<file path="config.mk">
export PLATFORM = sky130hd
export DESIGN_NAME = hazard_ctrl
export DESIGN_NICKNAME = d
export VERILOG_FILES = /design/src/rtl/hazard_pkg.sv /design/src/rtl/hazard_detect.sv /design/src/rtl/hazard_ctrl.sv
export SDC_FILE = /design/constraint.sdc
export NUM_CORES = 1
export LEC_CHECK = 0
export ABC_AREA = 1
export ABC_CLOCK_PERIOD_IN_PS = 2400
export BUFFER_PORTS_ARGS = -buffer_cell sky130_fd_sc_hd__buf_2
export CORE_MARGIN = 10
export CORE_UTILIZATION = 30
export CTS_BUF_LIST = sky130_fd_sc_hd__clkbuf_8
export CTS_CLUSTER_DIAMETER = 60
export DETAILED_ROUTE_END_ITERATION = 7
export PLACE_DENSITY = 0.51
export RECOVER_POWER = 50
export SLEW_MARGIN = 5
export SYNTH_ARGS = -nofsm -noshare
export SYNTH_HDL_FRONTEND = slang
export SYNTH_SLANG_ARGS = --single-unit
</file>
<file path="constraint.sdc">
create_clock -name clk_i -period 2.4 [get_ports clk_i]
set_input_delay 0.36 -clock clk_i [delete_from_list [all_inputs] [get_ports clk_i]]
set_output_delay 0.36 -clock clk_i [all_outputs]
set_load 0.02 [all_outputs]
</file>
<file path="src/rtl/hazard_pkg.sv">
// hazard_pkg: shared encodings for the pipeline hazard sequencer
package hazard_pkg;
  typedef enum logic [2:0] {
    CLS_NOP, CLS_ALU, CLS_LOAD, CLS_STORE, CLS_BRC, CLS_JMP, CLS_CALL, CLS_RET
  } cls_e;
  typedef enum logic [1:0] {PCS_INC, PCS_BR, PCS_JMP, PCS_RET} pcs_e;
  typedef enum logic [1:0] {ST_RUN, ST_FLUSH, ST_RET_POP, ST_FAULT} state_e;
  localparam logic [18:0] NOP_INSTR = '0;
endpackage

</file>
<file path="src/rtl/hazard_detect.sv">
// hazard_detect: combinational load-use and flag hazard compare for the ID stage
module hazard_detect
  import hazard_pkg::*;
#(
  parameter int RA_W = 3
) (
  input  logic [2:0]      id_class_i,
  input  logic            id_uses_rt_i,
  input  logic [RA_W-1:0] id_rs_i,
  input  logic [RA_W-1:0] id_rt_i,
  input  logic            ex_mem_read_i,
  input  logic [RA_W-1:0] ex_rt_i,
  input  logic            ex_ld_flags_i,
  output logic            stall_lu_o,
  output logic            stall_fl_o
);
  assign stall_lu_o = ex_mem_read_i && (ex_rt_i == id_rs_i || (id_uses_rt_i && ex_rt_i == id_rt_i));
  assign stall_fl_o = ex_ld_flags_i && cls_e'(id_class_i) == CLS_BRC;
endmodule

</file>
<file path="src/rtl/hazard_ctrl.sv">
// hazard_ctrl: pipeline sequencer for stalls, flushes, PC source and return-stack depth
module hazard_ctrl
  import hazard_pkg::*;
#(
  parameter int STACK_DEPTH = 8,
  parameter int BR_PENALTY  = 1,
  parameter int RA_W        = 3
) (
  input  logic            clk_i,
  input  logic            rst_ni,
  input  logic            mem_busy_i,
  input  logic [2:0]      id_class_i,
  input  logic            id_uses_rt_i,
  input  logic            id_br_taken_i,
  input  logic [RA_W-1:0] id_rs_i,
  input  logic [RA_W-1:0] id_rt_i,
  input  logic            ex_mem_read_i,
  input  logic [RA_W-1:0] ex_rt_i,
  input  logic            ex_ld_flags_i,
  output logic            pc_wr_o,
  output logic [1:0]      pc_src_o,
  output logic            if_id_wr_o,
  output logic            if_id_flush_o,
  output logic            id_ex_bubble_o,
  output logic            push_o,
  output logic            pop_o,
  output logic            fault_o
);
  localparam int DW = $clog2(STACK_DEPTH + 1);
  localparam int CW = (BR_PENALTY > 1) ? $clog2(BR_PENALTY) : 1;
  localparam logic [DW-1:0] DEPTH_MAX = DW'(STACK_DEPTH);
  localparam logic [CW-1:0] CNT_INIT = CW'(BR_PENALTY - 1);
  localparam logic PEN = BR_PENALTY > 1;
  state_e state_q, state_d;
  logic [DW-1:0] depth_q, depth_d;
  logic [CW-1:0] cnt_q, cnt_d;
  cls_e cls;
  pcs_e src;
  logic stall_lu, stall_fl, redirect, ovf;
  assign cls = cls_e'(id_class_i);
  assign pc_src_o = src;
  assign fault_o = state_q == ST_FAULT;
  assign redirect = cls == CLS_JMP || cls == CLS_CALL || (cls == CLS_BRC && id_br_taken_i);
  assign ovf = (cls == CLS_CALL && depth_q == DEPTH_MAX) || (cls == CLS_RET && depth_q == '0);
  hazard_detect #(.RA_W(RA_W)) u_detect (
    .id_class_i    (id_class_i),
    .id_uses_rt_i  (id_uses_rt_i),
    .id_rs_i       (id_rs_i),
    .id_rt_i       (id_rt_i),
    .ex_mem_read_i (ex_mem_read_i),
    .ex_rt_i       (ex_rt_i),
    .ex_ld_flags_i (ex_ld_flags_i),
    .stall_lu_o    (stall_lu),
    .stall_fl_o    (stall_fl)
  );
  // Mealy sequencing: reset forces a safe bubble, mem_busy freezes everything
  always_comb begin
    state_d = state_q;
    depth_d = depth_q;
    cnt_d = cnt_q;
    pc_wr_o = 1'b0;
    src = PCS_INC;
    if_id_wr_o = 1'b0;
    if_id_flush_o = 1'b0;
    id_ex_bubble_o = 1'b0;
    push_o = 1'b0;
    pop_o = 1'b0;
    if (!rst_ni) begin
      if_id_flush_o = 1'b1;
      id_ex_bubble_o = 1'b1;
    end else if (!mem_busy_i) begin
      case (state_q)
        ST_RUN: begin
          pc_wr_o = 1'b1;
          if_id_wr_o = 1'b1;
          if (ovf) begin
            state_d = ST_FAULT;
            pc_wr_o = 1'b0;
            if_id_wr_o = 1'b0;
            id_ex_bubble_o = 1'b1;
          end else if (stall_lu || stall_fl) begin
            pc_wr_o = 1'b0;
            if_id_wr_o = 1'b0;
            id_ex_bubble_o = 1'b1;
          end else if (redirect) begin
            src = cls == CLS_BRC ? PCS_BR : PCS_JMP;
            if_id_flush_o = 1'b1;
            push_o = cls == CLS_CALL;
            depth_d = depth_q + DW'(push_o);
            if (PEN) begin
              state_d = ST_FLUSH;
              cnt_d = CNT_INIT;
            end
          end else if (cls == CLS_RET) begin
            pc_wr_o = 1'b0;
            pop_o = 1'b1;
            depth_d = depth_q - DW'(1);
            if_id_flush_o = 1'b1;
            id_ex_bubble_o = 1'b1;
            state_d = ST_RET_POP;
          end
        end
        ST_RET_POP: begin
          pc_wr_o = 1'b1;
          if_id_wr_o = 1'b1;
          src = PCS_RET;
          if_id_flush_o = 1'b1;
          state_d = PEN ? ST_FLUSH : ST_RUN;
          cnt_d = CNT_INIT;
        end
        ST_FLUSH: begin
          pc_wr_o = 1'b1;
          if_id_wr_o = 1'b1;
          if_id_flush_o = 1'b1;
          cnt_d = cnt_q - CW'(1);
          state_d = cnt_q == CW'(1) ? ST_RUN : ST_FLUSH;
        end
        default: id_ex_bubble_o = 1'b1;
      endcase
    end
  end
  // State, stack depth and flush counter; reset abandons any pending pop or flush
  always_ff @(posedge clk_i or negedge rst_ni) begin
    if (!rst_ni) begin
      state_q <= ST_RUN;
      depth_q <= '0;
      cnt_q <= '0;
    end else begin
      state_q <= state_d;
      depth_q <= depth_d;
      cnt_q <= cnt_d;
    end
  end
endmodule

</file>
==> impl_summary.log, run 1 <==
INFO  metric status = finished, final reports clean
INFO  metric antenna-diode-count = 0
INFO  metric tightestPinTransition = 0.254 ns
INFO  metric cts.path.max_buffers = 2
INFO  metric nFillCells = 324
INFO  metric final_instance_area = 1120 um^2
INFO  metric synthesis.nets = 168
INFO  metric place_hpwl = 1920 um
INFO  metric fmax = 446 MHz
INFO  metric coreArea = 2810 um^2
INFO  metric yosys.area_share.simple = 0.459
INFO  metric met2_length = 974 um
INFO  metric routedLengthMet1 = 1060 um
INFO  metric yosys-top-cells-area = dfrtp_1 20%, nand2_1 19%, inv_1 11%
INFO  metric tritoncts = built
INFO  metric timing.critical_path.slowest_cell_delay = 0.52 ns
INFO  metric wl_met3 = 128 um
INFO  metric largest_family_of_logic_cells_by_synthesized_area = simple AND/OR/NAND/NOR gates
INFO  metric grt_remaining_overflow = 0
INFO  metric ctsHtreeMaxLevel = 1
INFO  metric critPathLaunchType = input port
INFO  metric floorplan.die_area = 5540 um^2
INFO  metric mappedNetlistArea = 890 um^2
INFO  metric worst-path-max-fanout = 10
INFO  metric maxSlewViolCount = 0
INFO  metric period_share = 0.934
INFO  metric clock_insertion_delay_worst_skew = 0.22 ns
INFO  metric first_global_vias = 863
INFO  metric postSynthCellCount = 141
INFO  metric grtUsageTotal = 0.0806
INFO  metric power.leakage = 0.680 nW
INFO  metric top_layer = met3
INFO  metric initial_utilization = 0.317
INFO  metric sequential_cell_area = 175 um^2
INFO  metric crit_path_end_kind = primary output
INFO  metric yosysTopAreaCellShare = 0.197
INFO  metric dr.pass1.iters = 4
INFO  metric synth-seq-cells = 7
INFO  metric route.antenna.remaining_nets = 0
INFO  metric vias = 915
INFO  metric hold_viol_final = 0
INFO  metric wl_per_cell = 10.6 um
INFO  metric timing.max_cap.violations = 0
INFO  metric multiInputGateArea = 612 um^2
INFO  metric grt_first_pass_wirelength = 3700 um
INFO  metric synthXorXnorAreaFrac = 0.0197
INFO  metric synth_cell_types = 24
INFO  metric layout-area-overhead-vs-synth = 25.9%
INFO  metric antenna_found_initial = 0
INFO  metric grt_max_degree = 11
INFO  metric max-slew-margin-rel = 0.831
INFO  metric ctsRootBufferMaster = clkbuf_8
INFO  metric post_synth_fa_ha_maj_area_fraction = 0.121
INFO  metric port-buffer-count = 27
INFO  metric critical_path.top_delay_family = buffers and inverters
INFO  metric gpl.final_weighted_congestion = 0.793
INFO  metric setup-tns-final = 0 ns
INFO  metric worstPathCellList = dlygate4sd3_1 -> buf_2 -> nand2_1 -> nor2_4 -> nand2_1 -> nor2_1 -> buf_2
INFO  metric cell_area_placed = 1060 um^2
INFO  metric nNetsFinal = 201
INFO  metric synth.yosys.warnings = 0
INFO  metric totalWireLength = 2160 um
INFO  metric synth_top_cell_by_area = dfrtp_1
INFO  metric synth_compound_gate_area_share = 0.0858
INFO  metric cp_data_required_time = 2.04 ns
INFO  metric drive_above_1_share = 0.249
INFO  metric remaining_drc_errors = 0
INFO  metric worst_reg2reg_path_startpoint = depth_q[1]$_DFFE_PN0P_
INFO  metric drt-initial-drc-count = 25
INFO  metric io_pins = 28
INFO  metric power_density = 850 nW/um^2
INFO  metric clock_skew = 0.000641 ns
INFO  metric timing.final.setup_violations = 0
INFO  metric synth_seq_area_share = 0.197
INFO  metric hp-start = ex_mem_read_i
INFO  metric period_needed = 2.24 ns
INFO  metric clkTransAtPathRegs = 0.04 ns
INFO  metric critPathKind = input port to primary output
INFO  metric tritoncts.num_buffers = 3
INFO  metric syn-mean-instance-area = 6.31 um^2
INFO  metric holdCritPathClass = input port to flip-flop
INFO  metric die-width = 74.5 um
INFO  metric critPathLaunch = rst_ni
INFO  metric cp.buffers_inverters = 3
INFO  metric avgViaCountPerCell = 4.49
INFO  metric grt_setup_unrepaired = no
INFO  metric post_synth_mux_area_share = 0
INFO  metric dieHeight = 74.5 um
INFO  metric worstPathArrival = 1.88 ns
INFO  metric core.rowCount = 19
INFO  metric ir_drop = 0.397 mV
INFO  metric standard_cell_with_the_maximum_stage_delay_on_the_critical_path = dlygate4sd3_1
INFO  metric cts_num_sinks = 7
[stage by stage]
step	worst slack, ns	total power, mW	util	instances	hold WS (ns)
final	0.158	0.952	0.399	204	0.509
after global routing	0.0201	1.07	0.399	204	0.516
after CTS	0.0663	0.968	0.399	204	0.505
after detailed placement	0.363	0.805	0.379	199	0.227
after global placement	0.430	0.801	0.379	199	0.224
after floorplan	0.662	0.661	-	141	0.0644
[cell families (layout without fill, tap and decap cells)]
| group | count (synthesis) | count (layout) |
|---|---|---|
| AOI/OAI and AO/OA | 11 | 11 |
| DFF | 7 | 7 |
| buffers and inverters | 28 | 60 |
| adders and majority gates | 8 | 8 |
| and+or+nand+nor | 85 | 85 |
| xor gates and xnor gates | 2 | 2 |
[worst register-to-register path, stage by stage, from the launching register on]
cell,delay [ns]
dfrtp_1,0.41
ha_1,0.30
a21o_1,0.17
a21oi_1,0.16
inv_1,0.06
nand2_1,0.06
nand2_1,0.05
nand4_1,0.08
nand2_1,0.05
[final cells by class]
cell class / instances / share of cell area
multi-input cells: 106 / 0.546
flip-flops and latches: 7 / 0.156
repair buffers: 28 / 0.128
inverters: 28 / 0.0939
clock buffers: 3 / 0.0369
well taps: 31 / 0.0346
clock inverters: 1 / 0.00335
[layout by cell type (no fill, tap or decap), drive strengths merged, types with 2 or more instances in the layout]
cell type / Yosys / final
clkbuf: 0 / 4
buf: 0 / 26
dfrtp: 7 / 7
nor3: 2 / 2
nor2: 13 / 13
a21oi: 4 / 4
xnor2: 2 / 2
nand3: 14 / 14
inv: 28 / 29
o21ai: 3 / 3
nand4: 5 / 5
nand2: 50 / 50
ha: 7 / 7
[flip-flops by register name, summed over array words and instances, names as in the netlist]
signal and count:
depth_q 4, state_q 2, cnt_q 1
[final timing paths]
path	end	slack (ns)	cells past startpoint
max in group asynchronous	depth_q[3]$_DFFE_PN0P_	1.70	2
worst min-delay path	depth_q[2]$_DFFE_PN0P_	0.51	4
worst max register to register	depth_q[3]$_DFFE_PN0P_	0.94	8
worst max-delay path	pop_o	0.16	7
worst min register to register	depth_q[2]$_DFFE_PN0P_	0.52	2
min in group asynchronous	state_q[0]$_DFFE_PN0P_	0.52	2
[per-layer routing]
layer,vias to the layer above,global-route usage
met4,0,0.00630
li1,504,-
met5,-,0
met2,15,0.138
met1,396,0.0993
met3,0,0.0266
[where the power goes]
part	total [mW]	switching (mW)	internal [mW]
clock	0.155	0.0454	0.110
sequential	0.226	0.0545	0.171
combinational	0.571	0.353	0.217
total	0.952	0.453	0.499
[cells in the mapped netlist]
| cell type | instances |
|---|---|
| nor3_1 | 1 |
| nand2_4 | 1 |
| nand3b_1 | 1 |
| nand4_1 | 5 |
| xnor2_1 | 2 |
| a211oi_1 | 1 |
| o21ai_0 | 2 |
| a21o_1 | 1 |
| nand2_1 | 46 |
| a21boi_4 | 1 |
| a21oi_1 | 4 |
| nor3_2 | 1 |
| fa_1 | 1 |
| o21ai_1 | 1 |
| dfrtp_1 | 7 |
| ha_1 | 7 |
| nand3_2 | 5 |
| nand3_1 | 9 |
| inv_1 | 27 |
| nand2_2 | 3 |
| o21bai_1 | 1 |
| nor2_1 | 12 |
| inv_2 | 1 |
| nor2_4 | 1 |
[what timing repair did]
item | CTS | global route
hold buffers | 1 | 0
hold endpoints to repair | 7 | 0
buffers inserted | 0 | 0
setup endpoints to repair | 0 | 2
gates resized for setup | 0 | 1
Note: power is estimated with default switching activity, not from simulation.
==> inputs of run 2 (changes only) <==
--- a/config.mk
+++ b/config.mk
@@ -10,7 +10,6 @@
 export BUFFER_PORTS_ARGS = -buffer_cell sky130_fd_sc_hd__buf_2
 export CORE_MARGIN = 10
 export CORE_UTILIZATION = 30
-export CTS_BUF_LIST = sky130_fd_sc_hd__clkbuf_8
 export CTS_CLUSTER_DIAMETER = 60
 export DETAILED_ROUTE_END_ITERATION = 7
 export PLACE_DENSITY = 0.51
==> run 2 against run 1 <==
Against the previous run: worst hold slack worse by 0.024 ns; worst setup slack hardly changed; via count is 0.22% higher; highest routed layer unchanged; cell count stayed put; sequential power hardly changed; combinational power hardly changed.
==> impl_summary.log, run 2 (synthesized netlist as in run 1, its figures left out) <==
INFO  metric grt_remaining_overflow = 0 (unchanged)
INFO  metric grt_first_pass_wirelength = 3700 um (unchanged)
INFO  metric layout-area-overhead-vs-synth = 23.8% (was 25.9%)
INFO  metric placed_cells = 199 (unchanged)
INFO  metric worst_reg2reg_path_startpoint = depth_q[1]$_DFFE_PN0P_ (unchanged)
INFO  metric final_critical_path_setup_slack = 0.158 ns (about the same)
INFO  metric route.antenna.remaining_nets = 0 (unchanged)
INFO  metric critPathLaunch = rst_ni (unchanged)
INFO  metric remaining_drc_errors = 0 (unchanged)
INFO  metric ff2ff_setup_slack = 0.94 ns (about the same)
INFO  metric cts_num_sinks = 7 (unchanged)
INFO  metric first_global_vias = 866 (was 863)
INFO  metric totalWireLength = 2160 um (about the same)
INFO  metric tightestPinTransition = 0.254 ns (unchanged)
INFO  metric worst-path-max-fanout = 10 (unchanged)
INFO  metric clock_skew = 0.00451 ns (was 0.000641 ns)
INFO  metric place_hpwl = 1920 um (unchanged)
INFO  metric post-route-util = 0.393 (was 0.399)
INFO  metric floorplan.die_area = 5540 um^2 (unchanged)
INFO  metric worst_hold_slack_after_final_layout = 0.485 ns (was 0.509 ns)
INFO  metric power_density = 816 nW/um^2 (was 850 nW/um^2)
INFO  metric timing.critical_path.slowest_cell_delay = 0.52 ns (about the same)
INFO  metric avgViaCountPerCell = 4.50 (was 4.49)
INFO  metric max-slew-margin-rel = 0.831 (unchanged)
INFO  metric cp_data_required_time = 2.04 ns (about the same)
INFO  metric regToRegEndpoint = depth_q[3]$_DFFE_PN0P_ (unchanged)
INFO  metric grt_setup_unrepaired = no (unchanged)
INFO  metric clkTransAtPathRegs = 0.05 ns (was 0.04 ns)
INFO  metric multiInputGateArea = 612 um^2 (unchanged)
INFO  metric power.leakage = 0.668 nW (was 0.680 nW)
INFO  metric ctsHtreeMaxLevel = 1 (unchanged)
INFO  metric place_worst_setup_slack = 0.363 ns (unchanged)
INFO  metric largest_registers = depth_q x4, state_q x2, cnt_q x1 (unchanged)
INFO  metric p_total = 0.898 mW (was 0.952 mW)
INFO  metric reg_with_most_ffs = depth_q (unchanged)
INFO  metric drt-initial-drc-count = 25 (unchanged)
INFO  metric total_number_of_cells_along_the_worst_setup_path = 7 (unchanged)
INFO  metric final_instance_area = 1100 um^2 (was 1120 um^2)
INFO  metric gpl.final_weighted_congestion = 0.793 (unchanged)
INFO  metric port-buffer-count = 27 (unchanged)
INFO  metric vias = 917 (was 915)
INFO  metric cp.buffers_inverters = 3 (unchanged)
INFO  metric crit_path_end_kind = primary output (unchanged)
INFO  metric ctsRootBufferMaster = clkbuf_4 (was clkbuf_8)
INFO  metric cell_area_placed = 1060 um^2 (unchanged)
INFO  metric grt_max_degree = 11 (unchanged)
INFO  metric largest_register_ffs = 4 (unchanged)
INFO  metric tritoncts.num_buffers = 3 (unchanged)
INFO  metric setup-tns-final = 0 ns (unchanged)
INFO  metric timing.max_cap.violations = 0 (unchanged)
INFO  metric dieHeight = 74.5 um (unchanged)
INFO  metric coreArea = 2810 um^2 (unchanged)
INFO  metric antenna_found_initial = 0 (unchanged)
INFO  metric period_share = 0.934 (about the same)
INFO  metric hold_viol_final = 0 (unchanged)
INFO  metric sequential_cell_area = 175 um^2 (unchanged)
INFO  metric cts.path.max_buffers = 2 (unchanged)
INFO  metric standard_cell_with_the_maximum_stage_delay_on_the_critical_path = dlygate4sd3_1 (unchanged)
INFO  metric timing.final.setup_violations = 0 (unchanged)
INFO  metric nFillCells = 325 (was 324)
INFO  metric critical_path.top_delay_family = buffers and inverters (unchanged)
INFO  metric clock_insertion_delay_worst_skew = 0.24 ns (was 0.22 ns)
INFO  metric worstPathArrival = 1.88 ns (about the same)
INFO  metric final_common_cell = nand2_1 (unchanged)
INFO  metric grtUsageTotal = 0.0812 (was 0.0806)
INFO  metric die-width = 74.5 um (unchanged)
INFO  metric wl_per_cell = 10.6 um (about the same)
INFO  metric io_pins = 28 (unchanged)
INFO  metric antenna-diode-count = 0 (unchanged)
INFO  metric tritoncts = built (unchanged)
INFO  metric drive_above_1_share = 0.249 (unchanged)
INFO  metric maxSlewViolCount = 0 (unchanged)
INFO  metric critPathKind = input port to primary output (unchanged)
INFO  metric fmax = 446 MHz (about the same)
INFO  metric dr.pass1.iters = 4 (unchanged)
INFO  metric status = finished, final reports clean (unchanged)
INFO  metric core.rowCount = 19 (unchanged)
INFO  metric initial_utilization = 0.317 (unchanged)
INFO  metric ir_drop = 0.389 mV (was 0.397 mV)
INFO  metric holdCritPathClass = input port to flip-flop (unchanged)
INFO  metric critPathLaunchType = input port (unchanged)
INFO  metric timing.critical_path.to = pop_o (unchanged)
INFO  metric period_needed = 2.24 ns (about the same)
INFO  metric worstPathCellList = dlygate4sd3_1 -> buf_2 -> nand2_1 -> nor2_4 -> nand2_1 -> nor2_1 -> buf_2 (unchanged)
INFO  metric finalNonFillerCells = 204 (unchanged)
INFO  metric timing.reg2reg.worst_path_depth = 8 (unchanged)
INFO  metric layout_common_cells = 46 x nand2_1, 27 x inv_1, 26 x buf_2 (was 46 x nand2_1, 28 x inv_1, 26 x buf_2)
INFO  metric nNetsFinal = 201 (unchanged)
==> run 2: power by group <==
part | internal [mW] | switching [mW] | leakage (nW)
registers | 0.171 | 0.0544 | 0.0895
logic | 0.217 | 0.353 | 0.563
clock network | 0.0632 | 0.0392 | 0.0150
==> run 2: how the worst min path moves through the flow <==
stage	depth (start not counted)	end	startpoint	slack [ns]
3_3_place_gp	1	state_q[1]$_DFFE_PN0P_	rst_ni	0.22
3_5_place_dp	1	state_q[0]$_DFFE_PN0P_	rst_ni	0.23
2_1_floorplan	0	cnt_q$_DFFE_PN0P_	rst_ni	0.06
5_1_grt	4	depth_q[1]$_DFFE_PN0P_	ex_mem_read_i	0.49
6_report	4	depth_q[1]$_DFFE_PN0P_	ex_mem_read_i	0.48
4_1_cts	4	depth_q[1]$_DFFE_PN0P_	ex_mem_read_i	0.48
==> run 2: area by class of cell <==
type | instances | share of cell area
multi-input cells | 106 | 0.556
flip-flops and latches | 7 | 0.159
repair buffers | 28 | 0.131
inverters | 28 | 0.0955
well taps | 31 | 0.0352
clock buffers | 4 | 0.0239
==> run 2: repair_timing <==
action,in CTS,in global routing
hold buffers,1,0
endpoints found under the hold margin,7,0
endpoints found under the setup margin,0,2
resized for setup,0,1
setup buffers,0,0
==> run 2: routing by layer <==
layer / share of wire / wire [um] / GRT usage
met1: 0.49 / 1050 / 0.0986
met4: 0 / 0 / 0.0126
met5: 0 / 0 / 0
met3: 0.061 / 131 / 0.0266
met2: 0.45 / 979 / 0.138
==> run 2: worst register-to-register path: stages, from the launching register on <==
cell and delay (ns):
dfrtp_1 0.42, ha_1 0.30, a21o_1 0.17, a21oi_1 0.16, inv_1 0.06, nand2_1 0.06
nand2_1 0.05, nand4_1 0.08, nand2_1 0.05
==> inputs of run 3 (changes only) <==
--- a/config.mk
+++ b/config.mk
@@ -17,4 +17,6 @@
 export SLEW_MARGIN = 5
 export SYNTH_ARGS = -nofsm -noshare
 export SYNTH_HDL_FRONTEND = slang
+export SYNTH_HIERARCHICAL = 1
 export SYNTH_SLANG_ARGS = --single-unit
+export TNS_END_PERCENT = 30
==> run 3 against run 2 <==
Against the previous run: design area rose by 0.91%; count of clock-buffer cells in the layout did not move; wire length rose by 8.0%; area after synthesis rose by 1.1%; die area rose by 0.82%; critical endpoint is now if_id_wr_o.
==> impl_summary.log, run 3 <==
INFO  metric number_of_synthesized_flops_with_an_enable_pin = 0 (unchanged)
INFO  metric avgViaCountPerCell = 4.47 (was 4.50)
INFO  metric ctsHtreeMaxLevel = 1 (unchanged)
INFO  metric yosys-top-cells-area = nand2_1 25%, dfrtp_1 19%, inv_1 11% (was dfrtp_1 20%, nand2_1 19%, inv_1 11%)
INFO  metric antenna_found_initial = 0 (unchanged)
INFO  metric cts.path.max_buffers = 2 (unchanged)
INFO  metric largest_registers = depth_q x4, state_q x2, cnt_q x1 (unchanged)
INFO  metric die-width = 74.8 um (was 74.5 um)
INFO  metric place_hpwl = 2070 um (was 1920 um)
INFO  metric layout-area-overhead-vs-synth = 23.5% (was 23.8%)
INFO  metric syn-mean-instance-area = 5.69 um^2 (was 6.31 um^2)
INFO  metric worst_reg2reg_path_startpoint = state_q[0]$_DFFE_PN0P_ (was depth_q[1]$_DFFE_PN0P_)
INFO  metric wl_per_cell = 10.6 um (about the same)
INFO  metric floorplan.die_area = 5590 um^2 (was 5540 um^2)
INFO  metric power.leakage = 0.680 nW (was 0.668 nW)
INFO  metric synth_seq_area_share = 0.195 (was 0.197)
INFO  metric synthMostInstantiatedCell = nand2_1 (unchanged)
INFO  metric clock_insertion_delay_worst_skew = 0.26 ns (was 0.24 ns)
INFO  metric status = finished, final reports clean (unchanged)
INFO  metric ir_drop = 0.447 mV (was 0.389 mV)
INFO  metric fmax = 456 MHz (was 446 MHz)
INFO  metric yosys.area_share.simple = 0.485 (was 0.459)
INFO  metric dieHeight = 74.8 um (was 74.5 um)
INFO  metric ctsRootBufferMaster = clkbuf_4 (unchanged)
INFO  metric setup-tns-final = 0 ns (unchanged)
INFO  metric grt_first_pass_wirelength = 4240 um (was 3700 um)
INFO  metric crit_path_end_kind = primary output (unchanged)
INFO  metric placed_cells = 216 (was 199)
INFO  metric yosysTopAreaCellShare = 0.246 (was 0.197)
INFO  metric synth-seq-cells = 7 (unchanged)
INFO  metric synth_compound_gate_area_share = 0.0598 (was 0.0858)
INFO  metric final_critical_path_setup_slack = 0.205 ns (was 0.158 ns)
INFO  metric max-slew-margin-rel = 0.830 (was 0.831)
INFO  metric dr.pass1.iters = 4 (unchanged)
INFO  metric postSynthCellCount = 158 (was 141)
INFO  metric io_pins = 28 (unchanged)
INFO  metric totalWireLength = 2330 um (was 2160 um)
INFO  metric critPathKind = input port to primary output (unchanged)
INFO  metric route.antenna.remaining_nets = 0 (unchanged)
INFO  metric final_instance_area = 1110 um^2 (was 1100 um^2)
INFO  metric power_density = 855 nW/um^2 (was 816 nW/um^2)
INFO  metric post-route-util = 0.396 (was 0.393)
INFO  metric vias = 987 (was 917)
INFO  metric post_cts.repair.setup_buffers = 0 (unchanged)
INFO  metric synthesis.nets = 185 (was 168)
INFO  metric gpl.final_weighted_congestion = 0.783 (was 0.793)
INFO  metric cell_area_placed = 1070 um^2 (was 1060 um^2)
INFO  metric nNetsFinal = 218 (was 201)
INFO  metric timing.final.setup_violations = 0 (unchanged)
INFO  metric timing.critical_path.to = if_id_wr_o (was pop_o)
INFO  metric initial_utilization = 0.321 (was 0.317)
INFO  metric worst_hold_slack_after_final_layout = 0.478 ns (was 0.485 ns)
INFO  metric period_needed = 2.20 ns (was 2.24 ns)
INFO  metric grt_max_degree = 11 (unchanged)
INFO  metric cts_num_sinks = 7 (unchanged)
INFO  metric timing.reg2reg.worst_path_depth = 8 (unchanged)
INFO  metric post_synth_fa_ha_maj_area_fraction = 0.120 (was 0.121)
INFO  metric first_global_vias = 1051 (was 866)
INFO  metric final_common_cell = nand2_1 (unchanged)
INFO  metric hold_viol_final = 0 (unchanged)
INFO  metric tritoncts.num_buffers = 3 (unchanged)
INFO  metric synthXorXnorAreaFrac = 0.0195 (was 0.0197)
INFO  metric tritoncts = built (unchanged)
INFO  metric coreArea = 2810 um^2 (unchanged)
INFO  metric core.rowCount = 19 (unchanged)
INFO  metric drt-initial-drc-count = 40 (was 25)
INFO  metric cp_data_required_time = 2.04 ns (about the same)
INFO  metric synth_cell_types = 19 (was 24)
INFO  metric largest_register_ffs = 4 (unchanged)
INFO  metric holdCritPathClass = input port to asynchronous set/reset pin (was input port to flip-flop)
INFO  metric critPathLaunchType = input port (unchanged)
INFO  metric finalNonFillerCells = 221 (was 204)
INFO  metric post_synth_mux_area_share = 0 (unchanged)
INFO  metric period_share = 0.915 (was 0.934)
INFO  metric worstPathArrival = 1.84 ns (was 1.88 ns)
INFO  metric antenna-diode-count = 0 (unchanged)
INFO  metric grt_remaining_overflow = 0 (unchanged)
INFO  metric grt_setup_unrepaired = no (unchanged)
INFO  metric largest_family_of_logic_cells_by_synthesized_area = simple AND/OR/NAND/NOR gates (unchanged)
INFO  metric synth_flop_cell = dfrtp_1 (unchanged)
INFO  metric clkTransAtPathRegs = 0.06 ns (was 0.05 ns)
INFO  metric p_total = 0.950 mW (was 0.898 mW)
INFO  metric ff2ff_setup_slack = 0.91 ns (was 0.94 ns)
INFO  metric port-buffer-count = 27 (unchanged)
INFO  metric layout_common_cells = 58 x nand2_1, 27 x inv_1, 26 x buf_2 (was 46 x nand2_1, 27 x inv_1, 26 x buf_2)
INFO  metric remaining_drc_errors = 0 (unchanged)
INFO  metric regToRegEndpoint = depth_q[3]$_DFFE_PN0P_ (unchanged)
INFO  metric maxSlewViolCount = 0 (unchanged)
INFO  metric synth_top_cells_by_count = 59 x nand2_1, 27 x inv_1, 20 x nor2_1 (was 46 x nand2_1, 27 x inv_1, 12 x nor2_1)
INFO  metric reg_with_most_ffs = depth_q (unchanged)
INFO  metric timing.max_cap.violations = 0 (unchanged)
INFO  metric drive_above_1_share = 0.200 (was 0.249)
INFO  metric synth_top_cell_by_area = nand2_1 (was dfrtp_1)
INFO  metric grtUsageTotal = 0.0929 (was 0.0812)
INFO  metric synth-async-reset-ratio = 1.00 (unchanged)
INFO  metric tightestPinTransition = 0.256 ns (was 0.254 ns)
INFO  metric mappedNetlistArea = 900 um^2 (was 890 um^2)
INFO  metric place_worst_setup_slack = 0.339 ns (was 0.363 ns)
INFO  metric critPathLaunch = rst_ni (unchanged)
INFO  metric synth.yosys.warnings = 6 (was 0)
INFO  metric worst-path-max-fanout = 10 (unchanged)
INFO  metric clock_skew = 0.00931 ns (was 0.00451 ns)
## run 3: cell count changes after synthesis, moves of 2 or more
cell / before / now
nor2_1: 12 / 20
nand2_2: 3 / 0
nand3_2: 5 / 2
nand2_1: 46 / 59
nand4_1: 5 / 1
nor3_1: 1 / 5
nor2_2: 0 / 2
## run 3: worst min path at each step
stage | slack (ns) | to | startpoint | cells past startpoint
4_1_cts | 0.48 | depth_q[0]$_DFFE_PN0P_ | rst_ni | 2
6_report | 0.48 | depth_q[0]$_DFFE_PN0P_ | rst_ni | 2
3_5_place_dp | 0.22 | cnt_q$_DFFE_PN0P_ | rst_ni | 1
3_3_place_gp | 0.22 | depth_q[3]$_DFFE_PN0P_ | rst_ni | 1
2_1_floorplan | 0.06 | cnt_q$_DFFE_PN0P_ | rst_ni | 0
5_1_grt | 0.48 | depth_q[0]$_DFFE_PN0P_ | rst_ni | 2
## run 3: worst max-delay path, cell delays in order
cell and delay [ns]:
dlygate4sd3_1 0.52, buf_2 0.23, nand2_2 0.15, nor2_1 0.18, inv_1 0.09, a21oi_1 0.12
buf_2 0.18
## run 3: power breakdown
| part | internal [mW] | switching, mW | total, mW |
|---|---|---|---|
| combinational | 0.223 | 0.387 | 0.610 |
| clock | 0.0637 | 0.0471 | 0.111 |
| sequential | 0.173 | 0.0555 | 0.229 |
## run 3: layer usage
metal,GRT usage,vias up,share of wire
met4,0.0126,0,0
met3,0.0289,0,0.036
met2,0.169,14,0.51
li1,-,543,-
met5,0,-,0
met1,0.106,430,0.46
## run 3: repair_timing
item	CTS	global route
hold buffers	1	0
hold endpoints to repair	7	0
setup endpoints to repair	0	2
gates resized for setup	0	1
## run 3: logic make-up (layout without fill, tap and decap cells)
family | after synthesis | after routing
xor gates and xnor gates | 2 | 2
adders and majority gates | 8 | 8
AOI/OAI and AO/OA | 10 | 10
buffers and inverters | 29 | 61
DFF | 7 | 7
and+or+nand+nor | 102 | 102
## run 3: area by class of cell
cell class | instances | area, um^2
Fill cell | 348 | 1690
Sequential cell | 7 | 175
Tap cell | 31 | 38.8
Clock buffer | 4 | 26.3
Inverter | 29 | 109
Timing Repair Buffer | 28 | 144
Multi-Input combinational cell | 122 | 618
